===== config.mk =====
export PLATFORM = sky130hd
export DESIGN_NAME = pinmux_filt_mux
export DESIGN_NICKNAME = d
export VERILOG_FILES = /design/src/rtl/pinmux_filt_mux.sv
export SDC_FILE = /design/constraint.sdc
export NUM_CORES = 2
export LEC_CHECK = 0
export CORE_MARGIN = 8
export CORE_UTILIZATION = 65
export CTS_BUF_LIST = sky130_fd_sc_hd__clkbuf_4 sky130_fd_sc_hd__clkbuf_8 sky130_fd_sc_hd__clkbuf_16
export DETAILED_ROUTE_END_ITERATION = 10
export PLACE_DENSITY_LB_ADDON = 0.08
export REMOVE_ABC_BUFFERS = 1
export SLEW_MARGIN = 15
export SYNTH_ARGS = -nofsm -noshare
export SYNTH_HDL_FRONTEND = slang
export SYNTH_SLANG_ARGS = --single-unit
export TNS_END_PERCENT = 30

===== constraint.sdc =====
create_clock -name clk_i -period 64 [get_ports clk_i]
set_input_delay 12.8 -clock clk_i [delete_from_list [all_inputs] [get_ports clk_i]]
set_output_delay 12.8 -clock clk_i [all_outputs]
set_load 0.01 [all_outputs]

===== src/rtl/pinmux_filt_mux.sv =====
// pinmux_filt_mux
// Pin multiplexer between peripheral I/O and MIO pads, with pad-input
// synchronisation, per-pad glitch filtering, a single-pad wakeup detector
// and a valid/ready configuration port with a sticky lock.
//
// Ports:
//   clk_i, rst_i               clock, asynchronous active-high reset
//   periph_to_mio_i/_oe_i      peripheral output data / enables
//   mio_to_periph_o            selected, filtered pad data to peripherals
//   mio_out_o / mio_oe_o       pad output data / enables
//   mio_in_i                   raw asynchronous pad inputs
//   cfg_valid_i/cfg_ready_o    config write handshake
//   cfg_target_i/idx_i/data_i  config write target, table index, data
//   cfg_ack_o / cfg_err_o      one-cycle completion / rejection pulses
//   cfg_locked_o               config lock state
//   wkup_o / wkup_clr_i        sticky wakeup flag and its clear
module pinmux_filt_mux #(
  parameter int NPeriphIn  = 32,
  parameter int NPeriphOut = 32,
  parameter int NMioPads   = 32,
  parameter int FiltCntW   = 4
) (
  input  logic                  clk_i,
  input  logic                  rst_i,
  input  logic [NPeriphOut-1:0] periph_to_mio_i,
  input  logic [NPeriphOut-1:0] periph_to_mio_oe_i,
  output logic [NPeriphIn-1:0]  mio_to_periph_o,
  output logic [NMioPads-1:0]   mio_out_o,
  output logic [NMioPads-1:0]   mio_oe_o,
  input  logic [NMioPads-1:0]   mio_in_i,
  input  logic                  cfg_valid_i,
  output logic                  cfg_ready_o,
  input  logic [2:0]            cfg_target_i,
  input  logic [7:0]            cfg_idx_i,
  input  logic [31:0]           cfg_data_i,
  output logic                  cfg_ack_o,
  output logic                  cfg_err_o,
  output logic                  cfg_locked_o,
  output logic                  wkup_o,
  input  logic                  wkup_clr_i
);

  localparam int InSelW  = $clog2(NMioPads + 2);
  localparam int OutSelW = $clog2(NPeriphOut + 3);
  localparam int PadW    = (NMioPads > 1) ? $clog2(NMioPads) : 1;
  localparam int InIdxW  = (NPeriphIn > 1) ? $clog2(NPeriphIn) : 1;

  localparam logic [31:0] InIdxLimit  = 32'(NPeriphIn);
  localparam logic [31:0] PadLimit    = 32'(NMioPads);
  localparam logic [31:0] InSelLimit  = 32'(NMioPads + 2);
  localparam logic [31:0] OutSelLimit = 32'(NPeriphOut + 3);

  // ---------------------------------------------------------------------------
  // Config decode
  // ---------------------------------------------------------------------------
  logic                ready_q, ack_q, err_q, locked_q;
  logic [FiltCntW-1:0] thresh_q;
  logic                cfg_acc, cfg_bad, wr_ok;
  logic                we_insel, we_outsel, we_filt, we_thresh, we_wk, we_lock;
  logic [31:0]         idx_ext, pad_ext;

  assign idx_ext = {24'd0, cfg_idx_i};
  assign pad_ext = {24'd0, cfg_data_i[15:8]};
  assign cfg_acc = cfg_valid_i & ready_q;

  always_comb begin
    cfg_bad = 1'b0;
    if (locked_q) begin
      cfg_bad = 1'b1;
    end else begin
      case (cfg_target_i)
        3'd0:    cfg_bad = (idx_ext >= InIdxLimit) || (cfg_data_i >= InSelLimit);
        3'd1:    cfg_bad = (idx_ext >= PadLimit) || (cfg_data_i >= OutSelLimit);
        3'd2:    cfg_bad = (idx_ext >= PadLimit);
        3'd3:    cfg_bad = 1'b0;
        3'd4:    cfg_bad = (pad_ext >= PadLimit);
        3'd5:    cfg_bad = 1'b0;
        default: cfg_bad = 1'b1;
      endcase
    end
  end

  assign wr_ok     = cfg_acc & ~cfg_bad;
  assign we_insel  = wr_ok && (cfg_target_i == 3'd0);
  assign we_outsel = wr_ok && (cfg_target_i == 3'd1);
  assign we_filt   = wr_ok && (cfg_target_i == 3'd2);
  assign we_thresh = wr_ok && (cfg_target_i == 3'd3);
  assign we_wk     = wr_ok && (cfg_target_i == 3'd4);
  assign we_lock   = wr_ok && (cfg_target_i == 3'd5);

  // ---------------------------------------------------------------------------
  // Pad input path: synchroniser + glitch filter, one instance per pad
  // ---------------------------------------------------------------------------
  logic [NMioPads-1:0] filt_vec;

  for (genvar gi = 0; gi < NMioPads; gi++) begin : g_pad
    logic                meta_q, sync_q, f_q, f_d, filt_en_q;
    logic [FiltCntW-1:0] c_q, c_d;

    always_comb begin
      f_d = f_q;
      c_d = '0;
      if (!filt_en_q) begin
        f_d = sync_q;
      end else if (sync_q != f_q) begin
        if (c_q == thresh_q) begin
          f_d = sync_q;
        end else begin
          c_d = c_q + 1'b1;
        end
      end
    end

    always_ff @(posedge clk_i or posedge rst_i) begin
      if (rst_i) begin
        meta_q    <= 1'b0;
        sync_q    <= 1'b0;
        f_q       <= 1'b0;
        c_q       <= '0;
        filt_en_q <= 1'b0;
      end else begin
        meta_q <= mio_in_i[gi];
        sync_q <= meta_q;
        f_q    <= f_d;
        c_q    <= c_d;
        if (we_filt && (cfg_idx_i[PadW-1:0] == PadW'(gi))) begin
          filt_en_q <= cfg_data_i[0];
        end
      end
    end

    assign filt_vec[gi] = f_q;
  end

  // ---------------------------------------------------------------------------
  // Input mux: selector 0/1 pick constants, 2+k picks filtered pad k
  // ---------------------------------------------------------------------------
  logic [NMioPads+1:0] in_src;
  assign in_src = {filt_vec, 1'b1, 1'b0};

  for (genvar gi = 0; gi < NPeriphIn; gi++) begin : g_insel
    logic [InSelW-1:0] insel_q;

    always_ff @(posedge clk_i or posedge rst_i) begin
      if (rst_i) begin
        insel_q <= '0;
      end else if (we_insel && (cfg_idx_i[InIdxW-1:0] == InIdxW'(gi))) begin
        insel_q <= cfg_data_i[InSelW-1:0];
      end
    end

    assign mio_to_periph_o[gi] = in_src[insel_q];
  end

  // ---------------------------------------------------------------------------
  // Output mux: 0 drive low, 1 drive high, 2 high-Z, 3+k peripheral k
  // ---------------------------------------------------------------------------
  logic [NPeriphOut+2:0] out_src, oe_src;
  assign out_src = {periph_to_mio_i,    1'b0, 1'b1, 1'b0};
  assign oe_src  = {periph_to_mio_oe_i, 1'b0, 1'b1, 1'b1};

  for (genvar gi = 0; gi < NMioPads; gi++) begin : g_outsel
    logic [OutSelW-1:0] outsel_q;

    always_ff @(posedge clk_i or posedge rst_i) begin
      if (rst_i) begin
        outsel_q <= OutSelW'(2);
      end else if (we_outsel && (cfg_idx_i[PadW-1:0] == PadW'(gi))) begin
        outsel_q <= cfg_data_i[OutSelW-1:0];
      end
    end

    assign mio_out_o[gi] = out_src[outsel_q];
    assign mio_oe_o[gi]  = oe_src[outsel_q];
  end

  // ---------------------------------------------------------------------------
  // Wakeup detector on one selected filtered pad
  // ---------------------------------------------------------------------------
  logic            wk_en_q, wk_prev_q, wkup_q, wk_sel, wk_hit;
  logic [1:0]      wk_mode_q;
  logic [PadW-1:0] wk_pad_q;

  assign wk_sel = filt_vec[wk_pad_q];

  always_comb begin
    wk_hit = 1'b0;
    case (wk_mode_q)
      2'd0:    wk_hit = wk_sel & ~wk_prev_q;
      2'd1:    wk_hit = ~wk_sel & wk_prev_q;
      2'd2:    wk_hit = wk_sel ^ wk_prev_q;
      default: wk_hit = wk_sel;
    endcase
  end

  always_ff @(posedge clk_i or posedge rst_i) begin
    if (rst_i) begin
      ready_q   <= 1'b0;
      ack_q     <= 1'b0;
      err_q     <= 1'b0;
      locked_q  <= 1'b0;
      thresh_q  <= '0;
      wk_en_q   <= 1'b0;
      wk_mode_q <= 2'd0;
      wk_pad_q  <= '0;
      wk_prev_q <= 1'b0;
      wkup_q    <= 1'b0;
    end else begin
      ready_q <= 1'b1;
      ack_q   <= cfg_acc;
      err_q   <= cfg_acc & cfg_bad;
      if (we_lock && cfg_data_i[0]) begin
        locked_q <= 1'b1;
      end
      if (we_thresh) begin
        thresh_q <= cfg_data_i[FiltCntW-1:0];
      end
      // Reload the edge history from the newly chosen pad so a reconfig
      // never looks like an edge.
      if (we_wk) begin
        wk_en_q   <= cfg_data_i[0];
        wk_mode_q <= cfg_data_i[2:1];
        wk_pad_q  <= cfg_data_i[PadW+7:8];
        wk_prev_q <= filt_vec[cfg_data_i[PadW+7:8]];
      end else begin
        wk_prev_q <= wk_sel;
      end
      // Set wins over clear.
      if (wk_en_q && wk_hit) begin
        wkup_q <= 1'b1;
      end else if (wkup_clr_i) begin
        wkup_q <= 1'b0;
      end
    end
  end

  assign cfg_ready_o  = ready_q;
  assign cfg_ack_o    = ack_q;
  assign cfg_err_o    = err_q;
  assign cfg_locked_o = locked_q;
  assign wkup_o       = wkup_q;

endmodule


Word-level counts from Yosys, hierarchy flattened
Index checks and enable logic that the tools add are counted.
- mux-type cells: 394
- bitwise logic cells: 9
- div/mod/pow operators: 0
- add/sub/neg operators: 32
- reductions and logical operators: 143
- eq/ne operators: 166
- order comparisons: 70
- shifts and indexed selects: 0
- $mul: 0
- operators with widths (operator ; number):
    1-bit binary-select mux with 6-bit select ; 96
    6-bit by 7-bit < comparator with 1-bit output (second input constant) ; 64
    4-bit 2-to-1 mux ; 96
    1-bit 2-to-1 mux ; 198
    4-bit by 1-bit adder with 4-bit output (second input constant) ; 32
    4-bit == test ; 32
    2-bit by 1-bit inequality test with 1-bit output (second input constant) ; 64
    1-bit logical AND ; 104
    5-bit == test (second input constant) ; 16
    32-bit by 6-bit greater-or-equal comparator with 1-bit output (second input constant) ; 2
    2-bit AND reduction ; 32
    5-bit by 4-bit == test with 1-bit output (second input constant) ; 8
    1-bit inequality test ; 32
    5-bit by 3-bit == test with 1-bit output (second input constant) ; 4
    8-bit by 6-bit greater-or-equal comparator with 1-bit output (second input constant) ; 2
    5-bit by 6-bit < comparator with 1-bit output (second input constant) ; 2
    1-bit binary-select mux with 5-bit select ; 2
    5-bit by 2-bit == test with 1-bit output (second input constant) ; 2
    3-bit by 2-bit == test with 1-bit output (second input constant) ; 2
    3-bit == test (second input constant) ; 2
    1-bit bitwise AND ; 5
    5-bit by 1-bit == test with 1-bit output (second input constant) ; 1
    5-bit zero test ; 1
    1-bit case mux with 5 select lines ; 1
    other kinds (11) ; 14
- latch bits: 0
- register bits after elaboration: 658
- memory bits (writable): 0
- logic and storage cells: 1048
- output and inout port bits: 101
- bits of input ports: 143
- memory bits (read-only): 0
- memories kept: 0

Longest topological paths before layout
- word-level depth: 8
- depth in mapped cells: 12
- depth with buffers taken out: 10

Worst setup path before layout
Ideal clock, no wire load.
- kind: in2out
- from: input port periph_to_mio_oe_i[8]
- to: output port mio_oe_o[11]
- setup slack: 36807 ps
- data required time: 51200 ps
- stages on the path: 8
- buffers on the path: 2
- arrival: 14393 ps
- cell sequence: clkbuf_1 clkbuf_1 mux2i_1 a21oi_1 nor2_1 a311oi_1 a21oi_1 o311ai_0
- word-level cells in the longest chain between the ends: 2
- RTL lines (element ; line ; text):
    start, declared ; 26 ; input logic [NPeriphOut-1:0] periph_to_mio_oe_i,
    1-bit binary-select mux with 6-bit select ; 174 ; assign mio_oe_o[gi] = oe_src[outsel_q];
    1-bit 2-to-1 mux (not written as such) ; 174 ;
    end, declared ; 29 ; output logic [NMioPads-1:0] mio_oe_o,
No other way between the ends. The select of a mux whose other input is x is not followed.

Final worst setup path
- from: input port periph_to_mio_oe_i[0]
- to: output port mio_oe_o[12]
Same word-level chain as after synthesis.

==> impl_metrics.env <==
export IMPL_crit_arrival_ps=16250
export IMPL_r2r_start="cfg_locked_o"
export IMPL_period_share=0.454
export IMPL_grt_pass1_vias=42200
export IMPL_grt_pass1_wl_um=271000
export IMPL_yosysTopAreaCell="mux4_2"
export IMPL_slowest_stage="o311ai_0"
export IMPL_worst_setup_path_start_kind="input pin"
export IMPL_synth_seq_cells=658
export IMPL_whs_path_depth=0
export IMPL_synth_top_cell_area_share=0.334
export IMPL_crit_path_end_kind="output port"
export IMPL_grt_max_degree=138
export IMPL_syn2layout_area_growth_pct=8.92
export IMPL_setup_viol=0
export IMPL_synth_warnings=0
export IMPL_io_pins=244
export IMPL_worstReg2RegEnd="g_pad[16].filt_en_q"
export IMPL_cpPeakStageDelay_ps=1050
export IMPL_syn_cell_area_mm2=0.0545
export IMPL_crit_end="mio_oe_o[12]"
export IMPL_grtUsageTotal=0.383
export IMPL_yosysMostFrequentCell="mux4_2"
export IMPL_drt_iter0_drc=5721
export IMPL_cpMostUsedCell="a21oi_1"
export IMPL_synth_cell_type_count=62
export IMPL_syn_area_per_cell_um2=12.5
export IMPL_cts_sinks=658
export IMPL_clock_fmax_mhz=34.4
export IMPL_worst_pin_slew_ps=1290
export IMPL_switching_share=0.270
export IMPL_clk_pin_slew_ps=60
export IMPL_synthArstFlopShare=1.00
export IMPL_r2r_cells=8
export IMPL_htreeDepth=3
export IMPL_wl_per_cell_um=34.2
export IMPL_core_mm2=0.0834
export IMPL_hold_violations=0
export IMPL_p_comb_frac=0.122
export IMPL_vias=42200
export IMPL_fp_dieH_um=306
export IMPL_ctsLongestPathBuffers=3
export IMPL_final_area_mm2=0.0594
export IMPL_vias_per_cell=7.95
export IMPL_path_max_fanout=32
export IMPL_synth_flop_cell="dfrtp_1"
export IMPL_timing_critical_path_cells="clkdlybuf4s50_1, buf_4, a21oi_1, a21oi_1, nor2_1, a311oi_1, a21oi_1, o311ai_0, clkdlybuf4s50_1"
export IMPL_worstSetupPathType="in2out"
export IMPL_synth_edf_count=0
export IMPL_seq_area_frac_synth=0.303
export IMPL_leakage_nw=22.6
export IMPL_maxCapViolCount=0
export IMPL_cts_tree="yes"
export IMPL_nNetsFinal=4331
export IMPL_die_area_mm2=0.0934
export IMPL_antenna_found_initial=8
export IMPL_power_density_mw_per_mm2=17.3
export IMPL_rows=106
export IMPL_overflow=0
export IMPL_die_width_um=306
export IMPL_hold_path_class="reg2reg"
export IMPL_min_period_ps=29050
export IMPL_initial_core_util=0.654
export IMPL_detail_route_first_pass_iterations=7
export IMPL_numPortBuffers=243
export IMPL_synth_area_leaders="mux4_2 (33%), dfrtp_1 (29%), mux2_2 (9.3%)"
export IMPL_synthCells=4362
export IMPL_clkPwrFrac=0.460
export IMPL_synth_commonest_cells="mux4_2 (808), dfrtp_1 (626), clkbuf_1 (543)"
export IMPL_cts_buffers=76
export IMPL_slew_headroom=0.128
export IMPL_drive_gt1_frac=0.385
export IMPL_gp_congestion=0.906
export IMPL_placed_cell_area_mm2=0.0566
export IMPL_ir_worst_vdd_mv=0.0187
export IMPL_clock_skew_ps=34.9
export IMPL_hpwlAfterDp_um=98100
export IMPL_crit_path_start="periph_to_mio_oe_i[0]"
export IMPL_cts_setup_buffers=0
export IMPL_switchingPower_w=0.000277
export IMPL_slew_viol_final=0
export IMPL_wirelength_um=181000
export IMPL_status="complete, no violations"
export IMPL_ctsHoldBuffers=0
export IMPL_r2r_setup_slack_ps=60780
export IMPL_seqPwrFrac=0.418
export IMPL_grt_setup_unrepaired="false"
export IMPL_drc_errors=0
export IMPL_cp_data_required_time_ps=51200
export IMPL_root_buffer="clkbuf_16"
export IMPL_ant_nets=0
export IMPL_clk_latency_ps=660
export IMPL_internal_power_w=0.000750
export IMPL_cts_resized=0
export IMPL_fin_total_pwr_w=0.00103
export IMPL_tns_ps=0
[power groups by stage]
stage	sequential, W	clock, W	combinational [W]
floorplan	0.000434	0	0.0000518
global placement	0.000436	0	0.000117
detailed placement	0.000436	0	0.000119
CTS	0.000429	0.000477	0.000119
global route	0.000429	0.000494	0.000126
finish	0.000430	0.000472	0.000125
[per-layer routing]
metal  global-route usage  vias to the layer above  share of wire
met5                    0                        -        0.00017
met4                0.217                        4          0.074
met3                0.138                     1002           0.15
met2                0.575                     3790           0.44
met1                0.482                    20900           0.33
li1                     -                    16500              -
[cells in the final DEF (no fill, tap or decap), types with 33 or more instances in the layout]
master,count
clkdlybuf4s50_1,235
o21ai_0,122
dfrtp_1,605
a21oi_1,166
nand3_1,50
a2bb2oi_1,35
nor2b_1,47
mux2i_1,179
buf_4,108
nand3_4,40
a211oi_1,46
xor2_1,192
nor2_1,228
clkbuf_16,76
mux2_2,450
o41ai_1,33
a311oi_1,37
nand2_1,199
nand2b_1,41
ha_1,34
mux4_2,808
inv_1,90
[cell type report]
type | count | area, um2
tap | 1080 | 1350
timing repair buffer | 348 | 3200
sequential | 658 | 16500
clock inverter | 26 | 433
antenna | 11 | 27.5
multi-input combinational | 2979 | 35200
clock buffer | 115 | 2310
inverter | 91 | 349
fill | 5689 | 24000
[worst min-delay path by stage]
stage	startpoint	to	slack, ps
detailed placement	g_pad[23].meta_q	g_pad[23].sync_q	330
global route	g_pad[12].meta_q	g_pad[12].sync_q	360
finish	g_pad[2].meta_q	g_pad[2].sync_q	340
CTS	g_pad[2].meta_q	g_pad[2].sync_q	340
floorplan	g_pad[0].meta_q	g_pad[0].sync_q	330
global placement	g_pad[23].meta_q	g_pad[23].sync_q	330
[per-stage QoR]
stage	hold slack (ps)	std cells	setup WS, ps	utilization
2_1_floorplan	331	3728	32810	-
3_3_place_gp	335	5156	35200	0.679
3_5_place_dp	335	5156	35240	0.679
4_1_cts	343	5297	35240	0.712
5_1_grt	356	5297	34960	0.712
6_report	343	5308	34950	0.712
[sequential cells by signal, indices dropped and copies added (netlist names), 2 cells and up]
signal,flops
g_pad.f_q,32
g_pad.sync_q,32
g_pad.meta_q,32
wk_mode_q,2
g_insel.insel_q,192
g_pad.c_q,128
g_pad.filt_en_q,32
wk_pad_q,5
g_outsel.outsel_q,192
thresh_q,4
[cells by family after synthesis]
family                     Yosys count  share of synthesized area
AOI/OAI and AO/OA                  528                     0.0618
xor gates and xnor gates           224                     0.0360
adders and majority gates           34                    0.00780
buffers and inverters              725                     0.0522
DFF                                658                      0.303
muxes                             1469                      0.467
other                                1                  0.0000688
and+or+nand+nor                    723                     0.0726
[worst max-delay path: cells and delay by family]
family / cells / cell delay [ps]
buffers and inverters: 3 / 1700
AO/OA/AOI/OAI: 5 / 1640
AND/OR/NAND/NOR: 1 / 50
(Power assumes the default switching activity.)
